**src/rtl/washing_machine_ctrl.sv**
```systemverilog
// Washing machine programme sequencer: door lock, fill, detergent, wash, drain, rinse, spin, done.
// Optional WM_STATE_OUT_EN adds a state_dbg port that mirrors the state register.
module washing_machine_ctrl (
    input  logic       clk,
    input  logic       reset,
    input  logic       door_close,
    input  logic       start,
    input  logic       water_filled,
    input  logic       add_detergent,
    input  logic       cycle_timeout,
    input  logic       water_drained,
    input  logic       spin_timeout,
    output logic       door_lock,
    output logic       motor_on,
    output logic       fill_value_on,
    output logic       drain_value_on,
    output logic       done,
    output logic       soap_wash,
    output logic       water_wash
`ifdef WM_STATE_OUT_EN
    ,
    output logic [2:0] state_dbg
`endif
);

    typedef enum logic [2:0] {
        IDLE      = 3'd0,
        FILL      = 3'd1,
        DETERGENT = 3'd2,
        WASH      = 3'd3,
        DRAIN     = 3'd4,
        SPIN      = 3'd5,
        DONE      = 3'd6
    } state_t;

    state_t state;
    state_t state_nxt;
    logic   soap_nxt;
    logic   water_nxt;

    always_comb begin
        state_nxt = state;
        soap_nxt  = soap_wash;
        water_nxt = water_wash;
        case (state)
            IDLE: begin
                soap_nxt  = 1'b0;
                water_nxt = 1'b0;
                if (start && door_close) state_nxt = FILL;
            end
            FILL: begin
                if (water_filled) state_nxt = soap_wash ? WASH : DETERGENT;
            end
            DETERGENT: begin
                if (add_detergent) begin
                    state_nxt = WASH;
                    soap_nxt  = 1'b1;
                end
            end
            WASH: begin
                if (cycle_timeout) state_nxt = DRAIN;
            end
            DRAIN: begin
                // The first drain ends the soap wash and starts the rinse pass.
                if (water_drained) begin
                    if (water_wash) begin
                        state_nxt = SPIN;
                    end else begin
                        state_nxt = FILL;
                        water_nxt = 1'b1;
                    end
                end
            end
            SPIN: begin
                if (spin_timeout) state_nxt = DONE;
            end
            DONE: begin
                state_nxt = IDLE;
                soap_nxt  = 1'b0;
                water_nxt = 1'b0;
            end
            default: begin
                state_nxt = IDLE;
                soap_nxt  = 1'b0;
                water_nxt = 1'b0;
            end
        endcase
    end

    // Outputs are decoded from the next state so the registered values track the state register.
    always_ff @(posedge clk) begin
        if (!reset) begin
            state          <= IDLE;
            soap_wash      <= 1'b0;
            water_wash     <= 1'b0;
            door_lock      <= 1'b0;
            motor_on       <= 1'b0;
            fill_value_on  <= 1'b0;
            drain_value_on <= 1'b0;
            done           <= 1'b0;
        end else begin
            state          <= state_nxt;
            soap_wash      <= soap_nxt;
            water_wash     <= water_nxt;
            door_lock      <= (state_nxt == FILL) || (state_nxt == DETERGENT) || (state_nxt == WASH) ||
                              (state_nxt == DRAIN) || (state_nxt == SPIN);
            motor_on       <= (state_nxt == WASH) || (state_nxt == SPIN);
            fill_value_on  <= (state_nxt == FILL);
            drain_value_on <= (state_nxt == DRAIN) || (state_nxt == SPIN);
            done           <= (state_nxt == DONE);
        end
    end

`ifdef WM_STATE_OUT_EN
    assign state_dbg = state;
`endif

endmodule

```
**config.mk**
```make
export PLATFORM = sky130hd
export DESIGN_NAME = washing_machine_ctrl
export DESIGN_NICKNAME = d
export VERILOG_FILES = /design/src/rtl/washing_machine_ctrl.sv
export SDC_FILE = /design/constraint.sdc
export NUM_CORES = 1
export LEC_CHECK = 0
export CAP_MARGIN = 20
export CELL_PAD_IN_SITES_DETAIL_PLACEMENT = 0
export CELL_PAD_IN_SITES_GLOBAL_PLACEMENT = 1
export CORE_AREA = 10 10 55 57
export CTS_CLUSTER_DIAMETER = 100
export CTS_CLUSTER_SIZE = 40
export DETAILED_ROUTE_END_ITERATION = 10
export DIE_AREA = 0 0 65 67
export HOLD_SLACK_MARGIN = 0.03
export PLACE_DENSITY = 0.7
export SYNTH_ARGS = -nofsm -noshare
export SYNTH_HDL_FRONTEND = slang
export SYNTH_SLANG_ARGS = --single-unit
export TNS_END_PERCENT = 1
```
**constraint.sdc**
```tcl
create_clock -name clk -period 1.36 [get_ports clk]
set_input_delay 0.272 -clock clk [delete_from_list [all_inputs] [get_ports clk]]
set_output_delay 0.272 -clock clk [all_outputs]
set_load 0.1 [all_outputs]
```
* After elaboration in Yosys (flattened, before gate mapping)
Index checks and enable logic that the tools add are counted.
Cells by class: equality and inequality tests 13, muxes and demuxes 13, bitwise gates (word level) 2, reductions and logical operators 12
Operators with widths (number):
- 3-bit two-way mux | 7
- 3-bit one-hot mux with 6 select lines | 1
- 3-bit equality test (second input constant) | 5
- 3-bit by 2-bit equality test with 1-bit output (second input constant) | 4
- 4-bit OR reduction | 2
- 3-bit by 1-bit equality test with 1-bit output (second input constant) | 2
- 1-bit logical OR | 6
- 2-bit != test (second input constant) | 2
- 1-bit one-hot mux with 2 select lines | 2
- 2-bit AND reduction | 2
- 3-bit zero test | 1
- 1-bit two-way mux | 3
- 1-bit inverter | 2
- 1-bit logical AND | 1
Storage, ports and cells: logic and storage cells 48, input bits 9, register bits after elaboration 10

* Depth between registers and ports, before layout
Gate-level depths: netlist of the first run.
depth in word-level cells 8, gate-level depth with buffers 5, mapped depth without buffers 4

* Worst setup path after synthesis of the first run
Ideal clock, no wire load.
kind reg-to-reg, from register soap_wash, to register motor_on, clock period less this slack 1.698 ns, stages on the path, launching flop included 5, slack -0.338 ns, arrival 1.618 ns, buffers on the path 0, path through dfxtp_1 > nor3b_1 > nor3b_2 > o41ai_2 > nor3b_1
Between the ends: word-level cells in the longest chain between the ends 5
Ends and longest elaborated chain:
- from (decl) | RTL line 18 | output logic soap_wash,
- from (signal assigned) | RTL line 103 | soap_wash <= soap_nxt;
- 1-bit two-way mux (*) | RTL line 52 | if (water_filled) state_nxt = soap_wash ? WASH : DETERGENT;
- 3-bit two-way mux (*) | RTL line 52
- 3-bit one-hot mux with 6 select lines (*) | RTL line 45 | case (state)
- 3-bit by 2-bit equality test with 1-bit output or 3-bit equality test (tied branches) | RTL line 107 | motor_on <= (state_nxt == WASH) || (state_nxt == SPIN);
- 1-bit logical OR (*) | RTL line 107
- to (signal assigned) | RTL line 107
- to (decl) | RTL line 14 | output logic motor_on,
Every way passes the cells marked *; elsewhere a longest branch is shown, timed or not. A chain may end at the register's enable or synchronous reset.

* Final worst setup path of the first run
from input water_drained, to register motor_on
Between the ends: word-level cells in the longest chain between the ends 4
Ends and longest elaborated chain:
- from (decl) | RTL line 11 | input logic water_drained,
- 3-bit two-way mux (*) | RTL line 65 | if (water_drained) begin
- 3-bit one-hot mux with 6 select lines (*) | RTL line 45
- 3-bit by 2-bit equality test with 1-bit output or 3-bit equality test (tied branches) | RTL line 107
- 1-bit logical OR (*) | RTL line 107
Marks and branches as above.

==> impl_metrics.py, run 1 <==
metrics = {
    "global_route": {
        "grt_use_total_pct": 6.43,
        "antenna_found_initial": 0,
        "grt_max_degree": 10,
        "first_global_vias": 478,
        "grt_pass1_wl_um": 2210,
        "grt_overflow": 0,
    },
    "synth": {
        "synth-xor-area-share_pct": 0,
        "synth_compound_area_share_pct": 21.7,
        "synth.cell_area_um2": 519,
        "synthMuxAreaShare_pct": 0,
        "synth_top_family_by_area": "simple AND/OR/NAND/NOR gates",
        "synth_top_cell_area_share_pct": 38.6,
        "synth_nets": 62,
        "yosysUniqueCellTypes": 32,
        "async_flop_share_pct": 0,
        "synth_edf_count": 0,
        "synth_adder_area_share_pct": 0,
        "synth_top_cells_by_area": "dfxtp_1 (39%), nand2_1 (3.6%), nand4bb_2 (3.1%)",
        "syn_inst": 53,
        "synthSimpleGateAreaFrac_pct": 34.0,
        "synth_largest_area_cell": "dfxtp_1",
        "synth_common_cells": "dfxtp_1 (10), nand2_1 (5), inv_1 (3), o21ai_0 (3)",
        "synth_most_common_cell": "dfxtp_1",
        "ys_warn_count": 0,
        "avgSynthCellArea_um2": 9.80,
        "ys_seq_area_share_pct": 38.6,
        "synth_flop_cell": "dfxtp_1",
        "synth_seq_cells": 10,
    },
    "place": {
        "placed_area_um2": 812,
        "gp_congestion": 0.724,
        "hpwl_um": 1040,
        "portBuffers": 15,
    },
    "hold_path": {
        "min_from": "water_wash",
        "whs_path_depth": 2,
        "min_path_type": "reg -> reg",
        "min_to": "water_wash",
    },
    "critical_path": {
        "r2r_start": "state[0]",
        "rr_worst_depth": 5,
        "end_kind": "flop",
        "worstPathMaxFanout": 3,
        "worstPathArrival_ns": 1.49,
        "r2r_setup_slack_ns": 0.03,
        "crit_type": "in -> reg",
        "start_kind": "primary input",
        "r2r-end": "motor_on",
        "crit_required_ns": 1.50,
    },
    "finish": {
        "syn2layout_area_growth_pct": 68.9,
        "regArea_um2": 208,
        "drive_gt1_share_pct": 45.5,
        "final_cell_area_um2": 877,
        "diodes": 0,
        "fill_cells": 204,
        "multi_input_area_um2": 315,
        "nets": 87,
    },
    "routing": {
        "vias": 457,
        "drc": 0,
        "antenna_left": 0,
        "drt_iter0_markers": 6,
        "viasPerCell": 4.39,
        "wl_per_cell_um": 12.8,
        "wirelength_um": 1330,
        "first_pass_iters": 6,
    },
    "clock_network": {
        "tritoncts": "built",
        "h-tree-depth": 1,
        "clkSlewWorstSetupHoldPaths_ns": 0.06,
        "insertion_delay_ns": 0.26,
        "cts_root_buffer": "clkbuf_4",
        "clockBufferDepth": 2,
        "post_cts_buffers": 0,
        "cts_sinks": 10,
        "cts_made_buffers": 3,
    },
    "sta": {
        "skew_ns": 0.000790,
        "maxSlewViolCount": 0,
        "setup_viol": 0,
        "slew_headroom_pct": 78.4,
        "fin_crit_ns": 1.35,
        "worstMarginPinSlew_ns": 0.323,
        "fmax_ghz": 0.741,
        "finalHoldViolCount": 0,
        "grt_setup_unrepaired": "true",
        "fin_hold_ws_ns": 0.587,
        "min_period_over_period_pct": 99.2,
    },
    "power": {
        "cellLeakagePower_nw": 0.345,
        "p_per_area_nw_per_um2": 882,
        "vdd_ir_drop_max_uv": 556,
    },
    "floorplan": {
        "die_h_um": 67,
        "die_x_um": 65,
        "initial_core_util_pct": 26.7,
        "num_rows": 16,
        "ioPinCount": 16,
        "core_area_um2": 1940,
        "dieArea_um2": 4360,
    },
    "run_status": {
        "status": "complete, no violations",
    },
    "run": {
        "cap_viol_max_count": 0,
    },
}
==> critical path: stages <==
cell	delay [ns]
clkdlybuf4s50_1	0.41
and2b_2	0.20
and2_4	0.17
o41ai_4	0.35
nor3b_1	0.09
==> flip-flops by register name, summed over array words and instances, names as in the netlist <==
| signal | flops |
|---|---|
| done | 1 |
| door_lock | 1 |
| fill_value_on | 1 |
| drain_value_on | 1 |
| motor_on | 1 |
| soap_wash | 1 |
| water_wash | 1 |
| state | 3 |
==> report_power, final <==
group / leakage (nW) / internal [W] / switching [W]
Combinational: 0.241 / 0.0000902 / 0.0000999
Sequential: 0.0834 / 0.000303 / 0.0000148
Clock: 0.0210 / 0.000163 / 0.000103
Total: 0.345 / 0.000556 / 0.000218
==> cell type report <==
class	instances	share of cell area (%)
Clock buffer	4	4.14
Multi-Input combinational cell	38	35.9
Tap cell	27	3.85
Sequential cell	10	23.7
Inverter	3	1.28
Timing Repair Buffer	22	31.1
==> kinds of logic (layout without fill, tap and decap cells) <==
family / Yosys count / after routing
flops: 10 / 10
compound gates: 14 / 14
simple gates: 24 / 24
buf+inv: 5 / 29
==> worst max path at each step <==
stage,end,start,depth (start not counted)
floorplan,motor_on,soap_wash,4
global placement,motor_on,water_drained,5
detailed placement,motor_on,water_drained,5
CTS,door_lock,water_drained,5
global route,motor_on,state[0],5
finish,motor_on,water_drained,5
==> metrics by stage <==
stage	util [%]	TNS [ns]	worst slack (ns)	std cells	total power, W
2_1_floorplan	-	-0.0000766	-0.0000766	53	0.000429
3_3_place_gp	41.8	-1.94	-0.338	100	0.000505
3_5_place_dp	41.8	-1.93	-0.324	100	0.000505
4_1_cts	44.7	-0.00170	-0.00170	104	0.000778
5_1_grt	45.2	-0.141	-0.0642	104	0.000800
6_report	45.2	0	0.0111	104	0.000774
==> routing by layer <==
metal | share of wire, % | vias up | GRT usage, % | routed length (um)
li1 | - | 238 | - | -
met1 | 51 | 202 | 8.01 | 674
met2 | 39 | 15 | 8.62 | 518
met3 | 9.8 | 2 | 4.01 | 130
met4 | 0.38 | 0 | 2.41 | 5
met5 | 0 | - | 0 | 0
==> cell usage in the layout (no fill, tap or decap), types with 2 or more instances in the layout <==
master / count
clkbuf_4: 3
nand2_1: 5
buf_12: 7
buf_4: 7
nor3b_1: 2
o21ai_0: 3
inv_1: 3
a21oi_2: 2
and2_1: 2
clkdlybuf4s50_1: 8
dfxtp_1: 6
dfxtp_2: 3
==> timing repair <==
| item | CTS | global route |
|---|---|---|
| gates cloned | 0 | 0 |
| resized for setup | 4 | 2 |
| hold buffers | 0 | 0 |
| pin swaps | 0 | 0 |
| setup endpoints to repair | 6 | 6 |
Note: power is estimated with default switching activity, not from simulation.
==> run 2, diff against run 1 <==
- CELL_PAD_IN_SITES_DETAIL_PLACEMENT: 0 -> 1
- CELL_PAD_IN_SITES_GLOBAL_PLACEMENT: 1 -> 2
- CORE_AREA: 10 10 55 57 -> 10 10 56 58
- DIE_AREA: 0 0 65 67 -> 0 0 66 68
- PLACE_DENSITY: 0.7 -> 0.8
- TNS_END_PERCENT: 1 -> 20
==> impl_metrics.py, run 2 (synthesis results as in run 1) <==
metrics = {
    "global_route": {
        "grt_use_met1_pct": 7.15,
        "gr-usage-met2_pct": 13.4,
        "grt_use_total_pct": 7.40,
        "antenna_found_initial": 0,
        "grt_overflow": 0,
        "top_usage_layer": "met2",
        "grtUsageMet3_pct": 1.63,
        "grt_pass1_wl_um": 2550,
        "grt_max_degree": 10,
        "first_global_vias": 508,
    },
    "routing": {
        "drc": 0,
        "first_pass_iters": 3,
        "viasPerCell": 4.70,
        "antenna_left": 0,
        "vias": 489,
        "wl_per_cell_um": 15.7,
        "wirelength_um": 1640,
        "drt_iter0_markers": 9,
    },
    "power": {
        "p_int_w": 0.000510,
        "vdd_ir_drop_max_uv": 542,
        "p_per_area_nw_per_um2": 790,
        "comb_power_share_pct": 28.2,
        "pwr-share-seq_pct": 43.7,
        "p_sw_share_pct": 30.1,
        "p_switching_w": 0.000219,
        "p_clk_share_pct": 28.1,
        "cellLeakagePower_nw": 0.379,
    },
    "floorplan": {
        "ioPinCount": 16,
        "initial_core_util_pct": 24.7,
        "num_rows": 17,
        "core_area_um2": 2110,
        "die_h_um": 68,
        "dieArea_um2": 4490,
        "die_x_um": 66,
    },
    "critical_path": {
        "worst-path-stages": 4,
        "endpoint": "motor_on",
        "crit_slowest_cell": "o41ai_4",
        "r2r_setup_slack_ns": 0.006,
        "r2r_start": "state[0]",
        "worstPathArrival_ns": 1.49,
        "crit_family": "simple AND/OR/NAND/NOR gates",
        "startpoint": "state[0]",
        "critical-path-max-stage-delay_ns": 0.39,
        "crit_required_ns": 1.50,
        "end_kind": "flop",
        "worstPathMaxFanout": 5,
        "cp.buffers_inverters": 0,
        "crit_chain": "and2b_2, and2_4, o41ai_4, nor3b_2",
        "start_kind": "flop",
        "r2r-end": "motor_on",
        "crit_type": "reg -> reg",
        "rr_worst_depth": 4,
    },
    "sta": {
        "grt_setup_unrepaired": "true",
        "fin_hold_ws_ns": 0.542,
        "finalHoldViolCount": 0,
        "setup_viol": 0,
        "final.setup.tns_ns": 0,
        "fin_crit_ns": 1.35,
        "skew_ns": 0.00889,
        "worstMarginPinSlew_ns": 0.375,
        "maxSlewViolCount": 0,
        "fmax_ghz": 0.738,
        "min_period_over_period_pct": 99.6,
        "slew_headroom_pct": 74.9,
    },
    "place": {
        "hpwl_um": 1190,
        "gp_congestion": 0.842,
        "placed_area_um2": 798,
        "portBuffers": 15,
    },
    "finish": {
        "final_cell_area_um2": 923,
        "diodes": 0,
        "syn2layout_area_growth_pct": 77.8,
        "largest_reg_flops": 3,
        "regMostFlops": "state",
        "drive_gt1_share_pct": 52.6,
        "regArea_um2": 214,
        "multi_input_area_um2": 364,
        "final_cell_mix": "buf_12 (7), buf_4 (6), nand2_1 (5), dfxtp_1 (5), clkdlybuf4s50_1 (5)",
        "nets": 86,
        "fill_cells": 232,
        "layout_commonest_cell": "buf_12",
    },
    "clock_network": {
        "clkSlewWorstSetupHoldPaths_ns": 0.06,
        "cts_made_buffers": 3,
        "h-tree-depth": 1,
        "cts_root_buffer": "clkbuf_4",
        "cts_sinks": 10,
        "tritoncts": "built",
        "insertion_delay_ns": 0.26,
        "clockBufferDepth": 2,
    },
    "run_status": {
        "status": "complete, no violations",
    },
    "hold_path": {
        "min_path_type": "in -> reg",
    },
    "run": {
        "cap_viol_max_count": 0,
    },
}
run 2: routing by layer:
layer	share of wire [%]	vias to the layer above
li1	-	238
met1	38	235
met2	55	12
met3	4.3	4
met4	2.1	0
met5	0	-
run 2: area by class of cell:
type,instances,area share (%)
clock buffer,4,2.85
inverter,3,1.22
multi-input combinational,38,39.4
sequential,10,23.2
tap,28,3.79
timing repair buffer,21,29.5
run 2: how the worst min path moves through the flow:
stage / startpoint / to / slack, ns / cells past startpoint
5_1_grt: spin_timeout / door_lock / 0.59 / 5
4_1_cts: water_wash / water_wash / 0.57 / 2
6_report: spin_timeout / door_lock / 0.54 / 5
2_1_floorplan: reset / door_lock / 0.39 / 2
3_3_place_gp: water_wash / water_wash / 0.55 / 2
3_5_place_dp: water_wash / water_wash / 0.56 / 2
run 2: power groups by stage:
stage	logic [W]	clock network, W	registers (W)
4_1_cts	0.000190	0.000214	0.000318
5_1_grt	0.000217	0.000231	0.000320
3_3_place_gp	0.000178	0	0.000324
6_report	0.000206	0.000205	0.000318
3_5_place_dp	0.000179	0	0.000324
2_1_floorplan	0.0000629	0	0.000366
run 2: per-stage QoR:
step	setup WS [ns]	power (W)	utilization, %	cells
CTS	0.00685	0.000723	40.9	104
detailed placement	-0.347	0.000503	37.9	99
global placement	-0.345	0.000502	37.9	99
floorplan	-0.0000766	0.000429	-	53
finish	0.00552	0.000729	43.9	104
global route	-0.0523	0.000768	43.9	104
run 2: worst reg2reg max path, cell delays in order (launching register included):
cell and delay [ns]:
dfxtp_4 0.37, and2b_2 0.22, and2_4 0.15, o41ai_4 0.39
nor3b_2 0.10
run 2: timing repair:
action | 4_1_cts | 5_1_grt
endpoints found under the hold margin | 0 | 0
setup endpoints to repair | 5 | 8
gates cloned | 0 | 0
hold buffers | 0 | 0
pin swaps | 3 | 7
buffers inserted | 1 | 0
resized for setup | 6 | 15
